`config.mk`:
```
export PLATFORM = sky130hd
export DESIGN_NAME = easyaxi_rd_slv_flat
export DESIGN_NICKNAME = d
export VERILOG_FILES = /design/src/rtl/easyaxi_rd_slv_if.sv /design/src/rtl/easyaxi_rd_slv.sv /design/src/flat_wrapper.sv
export SDC_FILE = /design/constraint.sdc
export NUM_CORES = 1
export LEC_CHECK = 0
export CAP_MARGIN = 20
export CORE_UTILIZATION = 40
export CTS_CLUSTER_SIZE = 16
export DETAILED_ROUTE_END_ITERATION = 16
export PLACE_DENSITY_LB_ADDON = 0.08
export REMOVE_ABC_BUFFERS = 1
export SLEW_MARGIN = 20
export SYNTH_ARGS = -nofsm -noshare
export SYNTH_HDL_FRONTEND = slang
export SYNTH_SLANG_ARGS = --single-unit
```
`constraint.sdc`:
```
create_clock -name clk -period 25.6 [get_ports clk]
set_clock_uncertainty 0.2 [all_clocks]
set_input_delay 3.84 -clock clk [delete_from_list [all_inputs] [get_ports clk]]
set_output_delay 3.84 -clock clk [all_outputs]
set_load 0.005 [all_outputs]
```
`src/rtl/easyaxi_rd_slv_if.sv`:
```
// AR/R channel bundle between the EasyAXI read master and the read slave.
// Signals: arvalid/arready/arid/araddr/arlen/arsize/arburst (AR request),
//          rvalid/rready/rid/rdata/rresp/rlast (R beat).
// The master modport drives AR and rready; the slave modport drives arready and R.

`ifndef AXI_ID_W
`define AXI_ID_W 4
`endif
`ifndef AXI_ADDR_W
`define AXI_ADDR_W 32
`endif
`ifndef AXI_LEN_W
`define AXI_LEN_W 8
`endif
`ifndef AXI_SIZE_W
`define AXI_SIZE_W 3
`endif
`ifndef AXI_BURST_W
`define AXI_BURST_W 2
`endif
`ifndef AXI_DATA_W
`define AXI_DATA_W 32
`endif
`ifndef AXI_RESP_W
`define AXI_RESP_W 2
`endif

interface easyaxi_rd_slv_if;
    logic                    arvalid;
    logic                    arready;
    logic [`AXI_ID_W-1:0]    arid;
    logic [`AXI_ADDR_W-1:0]  araddr;
    logic [`AXI_LEN_W-1:0]   arlen;
    logic [`AXI_SIZE_W-1:0]  arsize;
    logic [`AXI_BURST_W-1:0] arburst;
    logic                    rvalid;
    logic                    rready;
    logic [`AXI_ID_W-1:0]    rid;
    logic [`AXI_DATA_W-1:0]  rdata;
    logic [`AXI_RESP_W-1:0]  rresp;
    logic                    rlast;

    modport master (
        output arvalid, arid, araddr, arlen, arsize, arburst, rready,
        input  arready, rvalid, rid, rdata, rresp, rlast
    );

    modport slave (
        input  arvalid, arid, araddr, arlen, arsize, arburst, rready,
        output arready, rvalid, rid, rdata, rresp, rlast
    );
endinterface

```
`src/rtl/easyaxi_rd_slv.sv`:
```
// AXI read slave / memory model: queues AR requests in an in-order FIFO and
// returns each burst (FIXED/INCR/WRAP) with address-derived data.
// Ports: clk, rst_n (async active-low), axi_slv (slave modport: AR in, R out),
//        idle (FIFO empty and no burst in flight).

`ifndef AXI_ID_W
`define AXI_ID_W 4
`endif
`ifndef AXI_ADDR_W
`define AXI_ADDR_W 32
`endif
`ifndef AXI_LEN_W
`define AXI_LEN_W 8
`endif
`ifndef AXI_SIZE_W
`define AXI_SIZE_W 3
`endif
`ifndef AXI_BURST_W
`define AXI_BURST_W 2
`endif
`ifndef AXI_DATA_W
`define AXI_DATA_W 32
`endif
`ifndef AXI_RESP_W
`define AXI_RESP_W 2
`endif

module easyaxi_rd_slv #(
    parameter int unsigned               OST_DEPTH  = 4,
    parameter logic [`AXI_ADDR_W-1:0]    ADDR_LIMIT = 'h1000,
    parameter logic [`AXI_DATA_W-1:0]    DATA_SEED  = '0
) (
    input  logic                  clk,
    input  logic                  rst_n,
    easyaxi_rd_slv_if.slave       axi_slv,
    output logic                  idle
);

    localparam int unsigned ID_W     = `AXI_ID_W;
    localparam int unsigned ADDR_W   = `AXI_ADDR_W;
    localparam int unsigned LEN_W    = `AXI_LEN_W;
    localparam int unsigned SIZE_W   = `AXI_SIZE_W;
    localparam int unsigned BURST_W  = `AXI_BURST_W;
    localparam int unsigned DATA_W   = `AXI_DATA_W;
    localparam int unsigned RESP_W   = `AXI_RESP_W;
    localparam int unsigned PTR_W    = $clog2(OST_DEPTH);
    localparam int unsigned CNT_W    = PTR_W + 1;
    localparam int unsigned MAX_SIZE = $clog2(DATA_W / 8);

    localparam logic [BURST_W-1:0] BURST_FIXED = BURST_W'(0);
    localparam logic [BURST_W-1:0] BURST_WRAP  = BURST_W'(2);
    localparam logic [BURST_W-1:0] BURST_RSVD  = BURST_W'(3);
    localparam logic [RESP_W-1:0]  RESP_OKAY   = RESP_W'(0);
    localparam logic [RESP_W-1:0]  RESP_SLVERR = RESP_W'(2);
    localparam logic [RESP_W-1:0]  RESP_DECERR = RESP_W'(3);

    typedef enum logic [0:0] {S_IDLE, S_BURST} state_t;

    typedef struct packed {
        logic [ID_W-1:0]    id;
        logic [ADDR_W-1:0]  addr;
        logic [LEN_W-1:0]   len;
        logic [SIZE_W-1:0]  size;
        logic [BURST_W-1:0] burst;
    } ar_req_t;

    ar_req_t             fifo_q [OST_DEPTH];
    logic [PTR_W-1:0]    wptr_q, rptr_q;
    logic [CNT_W-1:0]    count_q, count_d;
    logic                arready_q, arready_d;
    logic                idle_q, idle_d;
    logic                push, pop;
    ar_req_t             head, push_req;

    state_t              state_q, state_d;
    logic [ID_W-1:0]     id_q, id_d;
    logic [ADDR_W-1:0]   addr_q, addr_d;
    logic [LEN_W-1:0]    len_q, len_d;
    logic [SIZE_W-1:0]   size_q, size_d;
    logic [BURST_W-1:0]  burst_q, burst_d;
    logic [LEN_W-1:0]    cnt_q, cnt_d;
    logic [RESP_W-1:0]   resp_q, resp_d;
    logic                rvalid_q, rvalid_d;
    logic                rlast_q, rlast_d;
    logic [DATA_W-1:0]   rdata_q, rdata_d;
    logic [ADDR_W-1:0]   nxt_addr;

    // Address of the beat following addr within the current burst.
    function automatic logic [ADDR_W-1:0] next_addr(
        input logic [ADDR_W-1:0]  addr,
        input logic [LEN_W-1:0]   len,
        input logic [SIZE_W-1:0]  size,
        input logic [BURST_W-1:0] burst
    );
        logic [ADDR_W-1:0] bytes, incr, wrap_bytes, lower;
        bytes      = ADDR_W'(1) << size;
        incr       = (addr & ~(bytes - ADDR_W'(1))) + bytes;
        wrap_bytes = bytes * (ADDR_W'(len) + ADDR_W'(1));
        lower      = addr & ~(wrap_bytes - ADDR_W'(1));
        if (burst == BURST_FIXED)
            next_addr = addr;
        else if (burst == BURST_WRAP)
            next_addr = (incr == lower + wrap_bytes) ? lower : incr;
        else
            next_addr = incr;
    endfunction

    // One response code for the whole burst; decode error takes priority.
    function automatic logic [RESP_W-1:0] classify(input ar_req_t req);
        logic wrap_len_ok;
        wrap_len_ok = (req.len == LEN_W'(1)) || (req.len == LEN_W'(3)) ||
                      (req.len == LEN_W'(7)) || (req.len == LEN_W'(15));
        if (req.addr >= ADDR_LIMIT)
            classify = RESP_DECERR;
        else if ((req.burst == BURST_RSVD) || (req.size > SIZE_W'(MAX_SIZE)) ||
                 ((req.burst == BURST_WRAP) && !wrap_len_ok))
            classify = RESP_SLVERR;
        else
            classify = RESP_OKAY;
    endfunction

    assign push_req = '{id: axi_slv.arid, addr: axi_slv.araddr, len: axi_slv.arlen,
                        size: axi_slv.arsize, burst: axi_slv.arburst};
    assign push     = axi_slv.arvalid & arready_q;
    assign head     = fifo_q[rptr_q];
    assign nxt_addr = next_addr(addr_q, len_q, size_q, burst_q);

    // FIFO payload storage needs no reset: occupancy is tracked by count_q.
    always_ff @(posedge clk) begin
        if (push) fifo_q[wptr_q] <= push_req;
    end

    // Next-state: pop into the burst registers when idle or on a last beat.
    always_comb begin
        logic load, advance;
        state_d  = state_q;
        id_d     = id_q;
        addr_d   = addr_q;
        len_d    = len_q;
        size_d   = size_q;
        burst_d  = burst_q;
        cnt_d    = cnt_q;
        resp_d   = resp_q;
        rvalid_d = rvalid_q;
        rlast_d  = rlast_q;
        rdata_d  = rdata_q;
        load     = 1'b0;
        advance  = 1'b0;

        case (state_q)
            S_IDLE: begin
                if (count_q != '0) load = 1'b1;
            end
            S_BURST: begin
                if (rvalid_q && axi_slv.rready) begin
                    if (!rlast_q) begin
                        advance = 1'b1;
                    end else if (count_q != '0) begin
                        load = 1'b1;
                    end else begin
                        state_d  = S_IDLE;
                        rvalid_d = 1'b0;
                        rlast_d  = 1'b0;
                    end
                end
            end
            default: state_d = S_IDLE;
        endcase

        if (load) begin
            state_d  = S_BURST;
            id_d     = head.id;
            addr_d   = head.addr;
            len_d    = head.len;
            size_d   = head.size;
            burst_d  = head.burst;
            cnt_d    = '0;
            resp_d   = classify(head);
            rvalid_d = 1'b1;
            rlast_d  = (head.len == '0);
            rdata_d  = DATA_W'(head.addr) ^ DATA_SEED;
        end
        if (advance) begin
            addr_d  = nxt_addr;
            cnt_d   = cnt_q + LEN_W'(1);
            rlast_d = ((cnt_q + LEN_W'(1)) == len_q);
            rdata_d = DATA_W'(nxt_addr) ^ DATA_SEED;
        end

        pop       = load;
        count_d   = count_q + CNT_W'(push) - CNT_W'(pop);
        arready_d = (count_d != CNT_W'(OST_DEPTH));
        idle_d    = (count_d == '0) && (state_d == S_IDLE);
    end

    // State, FIFO bookkeeping and registered outputs.
    always_ff @(posedge clk or negedge rst_n) begin
        if (!rst_n) begin
            state_q   <= S_IDLE;
            wptr_q    <= '0;
            rptr_q    <= '0;
            count_q   <= '0;
            arready_q <= 1'b1;
            idle_q    <= 1'b1;
            id_q      <= '0;
            addr_q    <= '0;
            len_q     <= '0;
            size_q    <= '0;
            burst_q   <= '0;
            cnt_q     <= '0;
            resp_q    <= '0;
            rvalid_q  <= 1'b0;
            rlast_q   <= 1'b0;
            rdata_q   <= '0;
        end else begin
            state_q   <= state_d;
            if (push) wptr_q <= wptr_q + PTR_W'(1);
            if (pop)  rptr_q <= rptr_q + PTR_W'(1);
            count_q   <= count_d;
            arready_q <= arready_d;
            idle_q    <= idle_d;
            id_q      <= id_d;
            addr_q    <= addr_d;
            len_q     <= len_d;
            size_q    <= size_d;
            burst_q   <= burst_d;
            cnt_q     <= cnt_d;
            resp_q    <= resp_d;
            rvalid_q  <= rvalid_d;
            rlast_q   <= rlast_d;
            rdata_q   <= rdata_d;
        end
    end

    assign axi_slv.arready = arready_q;
    assign axi_slv.rvalid  = rvalid_q;
    assign axi_slv.rid     = id_q;
    assign axi_slv.rdata   = rdata_q;
    assign axi_slv.rresp   = resp_q;
    assign axi_slv.rlast   = rlast_q;
    assign idle            = idle_q;

endmodule

```
`src/flat_wrapper.sv`:
```
// flat-port wrapper written by rule: the top's interface ports become plain ports
module easyaxi_rd_slv_flat 
#(
    parameter int unsigned               OST_DEPTH  = 4,
    parameter logic [`AXI_ADDR_W-1:0]    ADDR_LIMIT = 'h1000,
    parameter logic [`AXI_DATA_W-1:0]    DATA_SEED  = '0
)
  (clk, rst_n, idle, axi_slv_arvalid, axi_slv_arid, axi_slv_araddr, axi_slv_arlen, axi_slv_arsize, axi_slv_arburst, axi_slv_rready, axi_slv_arready, axi_slv_rvalid, axi_slv_rid, axi_slv_rdata, axi_slv_rresp, axi_slv_rlast);
  easyaxi_rd_slv_if axi_slv_i ();
  input  logic clk;
  input  logic rst_n;
  output logic idle;
  input wire logic [$bits(axi_slv_i.arvalid)-1:0] axi_slv_arvalid;
  input wire logic [$bits(axi_slv_i.arid)-1:0] axi_slv_arid;
  input wire logic [$bits(axi_slv_i.araddr)-1:0] axi_slv_araddr;
  input wire logic [$bits(axi_slv_i.arlen)-1:0] axi_slv_arlen;
  input wire logic [$bits(axi_slv_i.arsize)-1:0] axi_slv_arsize;
  input wire logic [$bits(axi_slv_i.arburst)-1:0] axi_slv_arburst;
  input wire logic [$bits(axi_slv_i.rready)-1:0] axi_slv_rready;
  output wire logic [$bits(axi_slv_i.arready)-1:0] axi_slv_arready;
  output wire logic [$bits(axi_slv_i.rvalid)-1:0] axi_slv_rvalid;
  output wire logic [$bits(axi_slv_i.rid)-1:0] axi_slv_rid;
  output wire logic [$bits(axi_slv_i.rdata)-1:0] axi_slv_rdata;
  output wire logic [$bits(axi_slv_i.rresp)-1:0] axi_slv_rresp;
  output wire logic [$bits(axi_slv_i.rlast)-1:0] axi_slv_rlast;
  assign axi_slv_i.arvalid = axi_slv_arvalid;
  assign axi_slv_i.arid = axi_slv_arid;
  assign axi_slv_i.araddr = axi_slv_araddr;
  assign axi_slv_i.arlen = axi_slv_arlen;
  assign axi_slv_i.arsize = axi_slv_arsize;
  assign axi_slv_i.arburst = axi_slv_arburst;
  assign axi_slv_i.rready = axi_slv_rready;
  assign axi_slv_arready = axi_slv_i.arready;
  assign axi_slv_rvalid = axi_slv_i.rvalid;
  assign axi_slv_rid = axi_slv_i.rid;
  assign axi_slv_rdata = axi_slv_i.rdata;
  assign axi_slv_rresp = axi_slv_i.rresp;
  assign axi_slv_rlast = axi_slv_i.rlast;
  easyaxi_rd_slv #(.OST_DEPTH(OST_DEPTH), .ADDR_LIMIT(ADDR_LIMIT), .DATA_SEED(DATA_SEED)) u_core (.clk(clk), .rst_n(rst_n), .axi_slv(axi_slv_i), .idle(idle));
endmodule
```
# == Word-level counts from Yosys, hierarchy flattened ==
# Memories as Yosys holds them, arrays and structs flattened.
# Cells that the tools add are included.
# word_totals
ram_bits,196
ff_bits,71
mem_count,1
# op_classes
bitwise,7
eq_ne,12
multipliers,1
n_lt_le_gt_ge,2
shifts,1
n_addsub,10
mux,31
reduce_logical,22
# mem_list
memory,words,word_bits,rd,rd_clocked_by_memory_dff,write_ports,line,text
u_core.fifo_q,4,49,1,0,1,easyaxi_rd_slv.sv:67,ar_req_t fifo_q [OST_DEPTH];
# op_table
op,n
32-bit two-way mux,5
32-bit adder,2
32-bit AND,2
32-bit NOT,2
"32-bit by 1-bit subtractor with 32-bit output, second input constant",2
32-bit == test,1
"32-bit by 13-bit >= comparator with 1-bit output, second input constant",1
32-bit by 32-bit multiplier with 32-bit output,1
"1-bit by 3-bit << shifter with 32-bit output, first input constant",1
1-bit two-way mux,21
8-bit two-way mux,2
"8-bit by 1-bit adder with 9-bit output, second input constant",1
3-bit nonzero test,3
"8-bit by 1-bit adder with 8-bit output, second input constant",1
"8-bit by 1-bit == test with 1-bit output, second input constant",1
"8-bit by 2-bit == test with 1-bit output, second input constant",1
"8-bit by 3-bit == test with 1-bit output, second input constant",1
"8-bit by 4-bit == test with 1-bit output, second input constant",1
8-bit == test,1
8-bit zero test,1
2-bit nonzero test,4
"2-bit == test, second input constant",3
1-bit logical OR,5
"2-bit by 1-bit adder with 2-bit output, second input constant",2
16 further kinds,21

# == Longest topological paths before layout ==
# Gate-level depths: netlist of the first run.
# depth
ltp_word,11
depth_mapped,41
mapped_depth_nobuf,35

# == Worst setup path before layout of the first run ==
# OpenSTA, ideal clock, no wires.
# synth_timing
path_type,register to register
startpoint,reg u_core.size_q[1]
endpoint,reg u_core.addr_q[11]
path_stages_with_launch,37
setup_slack_ns,16.668
t_arrival_ns,8.654
path_cell_list,dfrtp_1 buf_2 clkbuf_1 clkbuf_1 or3_1 inv_1 nand2_1 fa_1 inv_1 fa_1 inv_1 fa_1 fa_1 inv_1 ha_1 buf_2 nand3_1 nand2_1 o21ai_0 nand2_1 nand3_1 o21ai_0 and3b_1 ha_1 xnor2_1 xor2_1 nor2_1 o21ai_0 nand4_1 or4_1 nor4_1 o2111ai_1 nor4_2 nand3_1 and3_1 or3_1 a21oi_1
# synth_between
elab_chain_len,11
word_cells_on_any_way,15
classes_between,4 x add/sub; 1 x mul; 1 x eq/ne; 1 x shift; 4 x mux; 4 x bitwise
# synth_rtl
element,line,text
start: declaration,easyaxi_rd_slv.sv:79,"logic [SIZE_W-1:0] size_q, size_d;"
start signal: assignment,easyaxi_rd_slv.sv:225,size_q <= size_d;
1-bit by 3-bit << shifter with 32-bit output *,easyaxi_rd_slv.sv:96,bytes = ADDR_W'(1) << size;
32-bit by 32-bit multiplier with 32-bit output,easyaxi_rd_slv.sv:98,wrap_bytes = bytes * (ADDR_W'(len) + ADDR_W'(1));
32-bit by 1-bit subtractor with 32-bit output,easyaxi_rd_slv.sv:99,lower = addr & ~(wrap_bytes - ADDR_W'(1));
32-bit NOT,easyaxi_rd_slv.sv:99,
32-bit AND,easyaxi_rd_slv.sv:99,
32-bit adder,easyaxi_rd_slv.sv:103,next_addr = (incr == lower + wrap_bytes) ? lower : incr;
32-bit == test,easyaxi_rd_slv.sv:103,
32-bit two-way mux,easyaxi_rd_slv.sv:103,
32-bit two-way mux *,easyaxi_rd_slv.sv:102,else if (burst == BURST_WRAP)
32-bit two-way mux *,easyaxi_rd_slv.sv:100,if (burst == BURST_FIXED)
32-bit two-way mux *,easyaxi_rd_slv.sv:183,if (advance) begin
end signal: assignment,easyaxi_rd_slv.sv:223,addr_q <= addr_d;
end: declaration,easyaxi_rd_slv.sv:77,"logic [ADDR_W-1:0] addr_q, addr_d;"
# Every way passes the cells marked *; elsewhere a longest branch is shown, timed or not. The select of a mux whose other input is x is not followed.
# A chain may end at the register's enable or synchronous reset.

# == Worst setup path in the final report of the first run ==
# layout_timing
startpoint,reg u_core.size_q[2]
endpoint,reg u_core.addr_q[23]
# Same word-level chain as after synthesis.

==> flow_summary.yaml, run 1 <==
clock_network:
  cts_setup_buffers: 0
  htreeDepth: 1
  cts_resized: 0
  clkSinkCount: 267
  holdBufCountCts: 0
  insertion_delay_ns: 0.55
  cts_tree: "done"
  path_clk_slew_ns: 0.06
  clock-root-buffer: "clkbuf_16"
  max-clock-path-buffers: 3
  cts_buffers: 27
drt:
  viasPerCell: 5.64
  route.detailed.drc: 1
  vias: 12800
  wl_per_cell_um: 20.9
  drt-pass1-iter-count: 13
  postRouteAntennaNets: 0
  dr.first_iter.drc_count: 903
  drt_wl_total_um: 47400
synth:
  yosysUniqueCellTypes: 106
  avgSynthCellArea_um2: 10.8
  async_flop_share_pct: 26.6
  synth_edf_count: 196
  yosysWarnings: 0
  syn_area_um2: 17500
  synth-seq-cells: 267
  synth_cells: 1610
  synth_top_flop_cell: "edfxtp_1"
  ys_seq_area_share_pct: 43.9
worst_setup_path:
  crit_fanout: 21
  worstPathArrival_ns: 11.73
  critPathLaunchType: "register"
  critPathMaxStageDelay_ns: 0.76
  crit_path_start: "u_core.size_q[2]"
  worstPathRequired_ns: 25.87
  r2r-start: "u_core.size_q[2]"
  critPathTopFamily: "simple AND/OR/NAND/NOR gates"
  endpoint_kind: "register"
  crit_top_cell: "inv_1"
  r2r_setup_slack_ns: 14.13
  worst-path-buf-inv: 5
  slowest_stage: "dfrtp_1"
  critPathKind: "register to register"
worst_hold_path:
  hold_start: "u_core.axi_slv.rid[2]"
  hold_class: "register to register"
die:
  die_y_um: 211
  io_pins: 95
  start_util_pct: 40.5
  die_w_um: 211
  coreArea_um2: 43100
  dieArea_um2: 44500
  num_rows: 76
status:
  violations: "DRC"
  status: "finished, violations left"
final_layout:
  final_common_cell: "edfxtp_1"
  final_nets: 1818
  final_util_pct: 46.0
  final_cell_mix: "196 x edfxtp_1, 143 x nor2_1, 136 x nand2_1, 93 x clkdlybuf4s50_1, 88 x inv_1"
  drive_gt1_share_pct: 10.9
  syn2layout_area_growth_pct: 13.6
  antennaDiodeCount: 0
  seqCellArea_um2: 7670
  multi_input_area_um2: 9090
  n_fill_cell: 4046
timing:
  max_freq_mhz: 87.2
  tightest_slew_ns: 0.858
  min_period_over_period_pct: 44.8
  slew_headroom_pct: 42.8
  final-hold-violation-count: 0
  fin_crit_ns: 11.47
  rsz0062_at_grt: "false"
  fin_setup_tns_ns: 0
  finalMaxSlewViolations: 0
  setup_viol: 0
power_and_ir_drop:
  p_leak_uw: 0.00744
  cellPowerDensity_nw_per_um2: 131
  ir_drop_v: 0.0000847
global_route:
  grt.total_usage_pct: 21.7
  grt_pass1_wl_um: 75000
  antenna_found_initial: 3
  overflow: 0
  grt_pass1_vias: 12700
  grt_max_degree: 59
job:
  drv_cap: 0
place:
  dp_hpwl_um: 34300
  numPortBuffers: 94
  gp_congestion: 0.896
==> sequential cells by signal (all words and copies together) (netlist names), 2 cells and up <==
signal,flops
u_core.fifo_q,196
u_core.addr_q,32
u_core.cnt_q,8
u_core.len_q,8
u_core.axi_slv.rid,4
u_core.count_q,3
u_core.size_q,3
u_core.axi_slv.rresp,2
u_core.burst_q,2
u_core.rptr_q,2
u_core.wptr_q,2
==> report_power, final <==
part,switching [uW],internal (uW)
clock network,164,250
logic,878,594
registers,131,575
total,1170,1420
==> kinds of logic (layout without fill, tap and decap cells) <==
family | count (synthesis) | count (layout) | share of synthesized area (%)
AOI/OAI and AO/OA | 322 | 322 | 12.6
adders and majority gates | 104 | 104 | 9.39
buffers and inverters | 178 | 250 | 4.17
and+or+nand+nor | 569 | 569 | 17.1
xor gates and xnor gates | 95 | 95 | 4.89
DFF | 267 | 267 | 43.9
muxes | 75 | 75 | 7.92
==> layer usage <==
layer | routed length (um) | track usage [%] | up-vias
met5 | 37 | 0 | -
met4 | 658 | 4.55 | 6
met3 | 2580 | 3.15 | 44
met2 | 21400 | 34.0 | 319
met1 | 22700 | 31.8 | 6334
li1 | - | - | 6080
==> synthesized netlist by cell type, types with 6 or more instances <==
cell type	n	area, um^2
a211oi_1	7	52.6
a21boi_0	7	52.6
a21o_1	12	90.1
a21oi_1	73	365
a311oi_1	7	61.3
a31oi_1	18	113
and2_1	24	150
and3_1	39	244
and4_1	9	78.8
buf_1	10	37.5
buf_2	15	75.1
clkbuf_1	56	210
dfrtp_1	69	1730
edfxtp_1	196	5890
fa_1	45	901
ha_1	59	738
inv_1	88	330
mux2_2	15	169
mux2i_1	11	110
mux4_2	49	1100
nand2_1	136	510
nand2b_1	17	106
nand3_1	49	245
nand4_1	12	75.1
nor2_1	145	544
nor3_1	43	215
nor3b_1	6	45.0
nor4_1	18	113
o211ai_1	13	97.6
o21a_1	11	82.6
o21ai_0	62	310
o21ai_1	12	60.1
o22ai_1	11	68.8
o31ai_1	9	67.6
o41ai_1	6	52.6
or2_2	8	50.1
or3_1	17	106
xnor2_1	54	473
xor2_1	39	342
==> through the flow <==
stage	hold WS, ns	instances	instance area (um^2)	total power [uW]	worst slack, ns
detailed placement	0.305	2217	18900	2180	14.25
finish	0.313	2267	19800	2590	14.13
floorplan	0.286	1523	17100	1730	15.90
global placement	0.304	2217	18900	2170	14.42
CTS	0.322	2267	19800	2600	14.21
global route	0.330	2267	19800	2790	13.27
==> worst register-to-register path: cells and delay by family, from the launching register on <==
family          cells  cell delay (ns)
xor+xnor            3             1.28
flops               1             0.76
buf+inv             5             0.72
compound gates      6             1.80
simple gates       12             3.77
fa+ha+maj           6             2.90
==> area by class of cell <==
type                            count  share of cell area [%]
Clock inverter                     11                   0.858
Inverter                           91                    1.72
Clock buffer                       39                    3.89
Multi-Input combinational cell   1165                    45.9
Timing Repair Buffer              109                    5.30
Sequential cell                   267                    38.7
Tap cell                          585                    3.69
==> final timing paths <==
| kind | end | cells past startpoint |
|---|---|---|
| max | u_core.addr_q[23] | 32 |
| min | u_core.axi_slv.rid[2] | 1 |
| max reg2reg | u_core.addr_q[23] | 32 |
| min reg2reg | u_core.axi_slv.rid[2] | 1 |
| max in group asynchronous | u_core.rptr_q[0] | 2 |
| min in group asynchronous | u_core.addr_q[31] | 1 |
Note: power is estimated with default switching activity, not from simulation.
==> run 2, diff against run 1 <==
Clock period 25.6 ns to 9.55 ns, I/O delays scaled along.
==> run 2 against run 1 <==
  * Die area is the same
  * Sequential power increased to 2.7 times the previous value
  * Cell count is 1.6% higher
  * The run now ends clean
  * Core utilization rose by 0.93 points
==> flow_summary.yaml, run 2 (same netlist as run 1, synthesis figures left out) <==
status:
  status: "completed"
die:
  num_rows: 76
  io_pins: 95
  coreArea_um2: 43100
  die_w_um: 211
  dieArea_um2: 44500
  die_y_um: 211
  start_util_pct: 40.5
worst_setup_path:
  rr_endpoint: "u_core.addr_q[31]"
  slowest_stage: "fa_1"
  crit_fanout: 21
  critPathLaunchType: "register"
  crit_path_start: "u_core.size_q[1]"
  reg2reg_depth: 34
  endpoint: "u_core.addr_q[31]"
  worstPathArrival_ns: 9.32
  r2r-start: "u_core.size_q[1]"
  r2r_setup_slack_ns: 0.52
  worstPathRequired_ns: 9.83
  critPathMaxStageDelay_ns: 0.53
  crit_top_cell: "fa_1"
  endpoint_kind: "register"
  critPathKind: "register to register"
clock_network:
  clock-root-buffer: "clkbuf_16"
  max-clock-path-buffers: 3
  htreeDepth: 1
  cts_buffers: 27
  insertion_delay_ns: 0.54
  cts_tree: "done"
  holdBufCountCts: 0
  path_clk_slew_ns: 0.06
  clkSinkCount: 267
place:
  numPortBuffers: 94
  gp_congestion: 0.933
  preCtsSetupSlack_ns: 0.0712
  dp_hpwl_um: 34900
  numPlacedInstances: 2250
timing:
  setup_viol: 0
  min_period_over_period_pct: 94.6
  finalMaxSlewViolations: 0
  tightest_slew_ns: 1.00
  holdWs_ns: 0.311
  rsz0062_at_grt: "true"
  max_freq_mhz: 111
  final-hold-violation-count: 0
  slew_headroom_pct: 32.9
  setup_slack_ns: 0.517
  fin_crit_ns: 9.03
final_layout:
  final_common_cell: "edfxtp_1"
  final_nets: 1856
  drive_gt1_share_pct: 14.4
  final_cell_mix: "196 x edfxtp_1, 140 x nor2_1, 136 x nand2_1, 93 x clkdlybuf4s50_1, 87 x inv_1"
  antennaDiodeCount: 0
  top_regs: "u_core.fifo_q (196), u_core.addr_q (32)"
  largest_reg_flops: 196
  regMostFlops: "u_core.fifo_q"
  finalNonFillerCells: 2304
  syn2layout_area_growth_pct: 15.9
  final_util_pct: 47.0
drt:
  route.detailed.drc: 0
  viasPerCell: 5.67
  dr.first_iter.drc_count: 884
  vias: 13100
  drt-pass1-iter-count: 5
  wl_per_cell_um: 20.8
  drt_wl_total_um: 47800
  postRouteAntennaNets: 0
power_and_ir_drop:
  cellPowerDensity_nw_per_um2: 352
  power_frac_comb_pct: 59.4
  switching_share_pct: 45.6
  switchingPower_uw: 3250
  ir_drop_v: 0.000233
  power_uw: 7120
  cell_internal_pwr_uw: 3870
  p_leak_uw: 0.00758
  pwr-share-seq_pct: 26.4
  power_frac_clock_pct: 14.2
worst_hold_path:
  hold_class: "register to register"
global_route:
  grt_max_degree: 53
  grt.total_usage_pct: 21.9
  antenna_found_initial: 2
  overflow: 0
  grt_pass1_vias: 13000
  grt_pass1_wl_um: 75900
job:
  drv_cap: 0
[run 2: repair_timing]
action	4_1_cts	5_1_grt
setup endpoints to repair	0	32
gates resized for setup	0	36
endpoints found under the hold margin	0	0
buffers inserted	0	4
[run 2: power by group through the flow]
| stage | logic (uW) | clock network (uW) | registers, uW |
|---|---|---|---|
| 3_5_place_dp | 4140 | 0 | 1890 |
| 5_1_grt | 4650 | 1080 | 1920 |
| 4_1_cts | 4160 | 1040 | 1870 |
| 6_report | 4230 | 1010 | 1880 |
| 3_3_place_gp | 4150 | 0 | 1880 |
| 2_1_floorplan | 2780 | 0 | 1850 |
[run 2: stage by stage]
stage | TNS, ns | cell area, um^2
6_report | 0 | 20200
5_1_grt | -0.0249 | 20200
4_1_cts | 0 | 20000
3_5_place_dp | 0 | 19100
3_3_place_gp | 0 | 19100
2_1_floorplan | -0.915 | 17100
[run 2: worst min-delay path by stage]
stage / startpoint / end / slack, ns / cells after the start
after global routing: u_core.axi_slv.rid[2] / u_core.axi_slv.rid[2] / 0.33 / 1
after CTS: u_core.axi_slv.rid[2] / u_core.axi_slv.rid[2] / 0.32 / 1
after global placement: u_core.axi_slv.rid[2] / u_core.axi_slv.rid[2] / 0.30 / 1
after detailed placement: u_core.axi_slv.rid[2] / u_core.axi_slv.rid[2] / 0.30 / 1
final: u_core.axi_slv.rid[2] / u_core.axi_slv.rid[2] / 0.31 / 1
after floorplan: u_core.count_q[2] / u_core.count_q[2] / 0.29 / 1
[run 2: worst max-delay path: cells and delay by family, from the launching register on]
| family | cells | cell delay [ns] |
|---|---|---|
| adders and majority gates | 6 | 2.65 |
| and+or+nand+nor | 11 | 2.35 |
| AOI/OAI and AO/OA | 7 | 1.91 |
| buffers and inverters | 7 | 0.89 |
| DFF | 1 | 0.50 |
| xor gates and xnor gates | 3 | 0.45 |
[run 2: per-layer routing]
layer,track usage (%),wire [um]
met5,0,24
met4,4.00,594
met3,2.69,2520
met2,33.8,21500
met1,33.1,23200
[run 2: layout make-up]
cell class | count | area, um^2
multi-input combinational | 1165 | 9280
clock buffer | 34 | 702
sequential | 267 | 7670
fill | 4015 | 22800
tap | 585 | 732
clock inverter | 15 | 136
inverter | 91 | 342
timing repair buffer | 147 | 1370
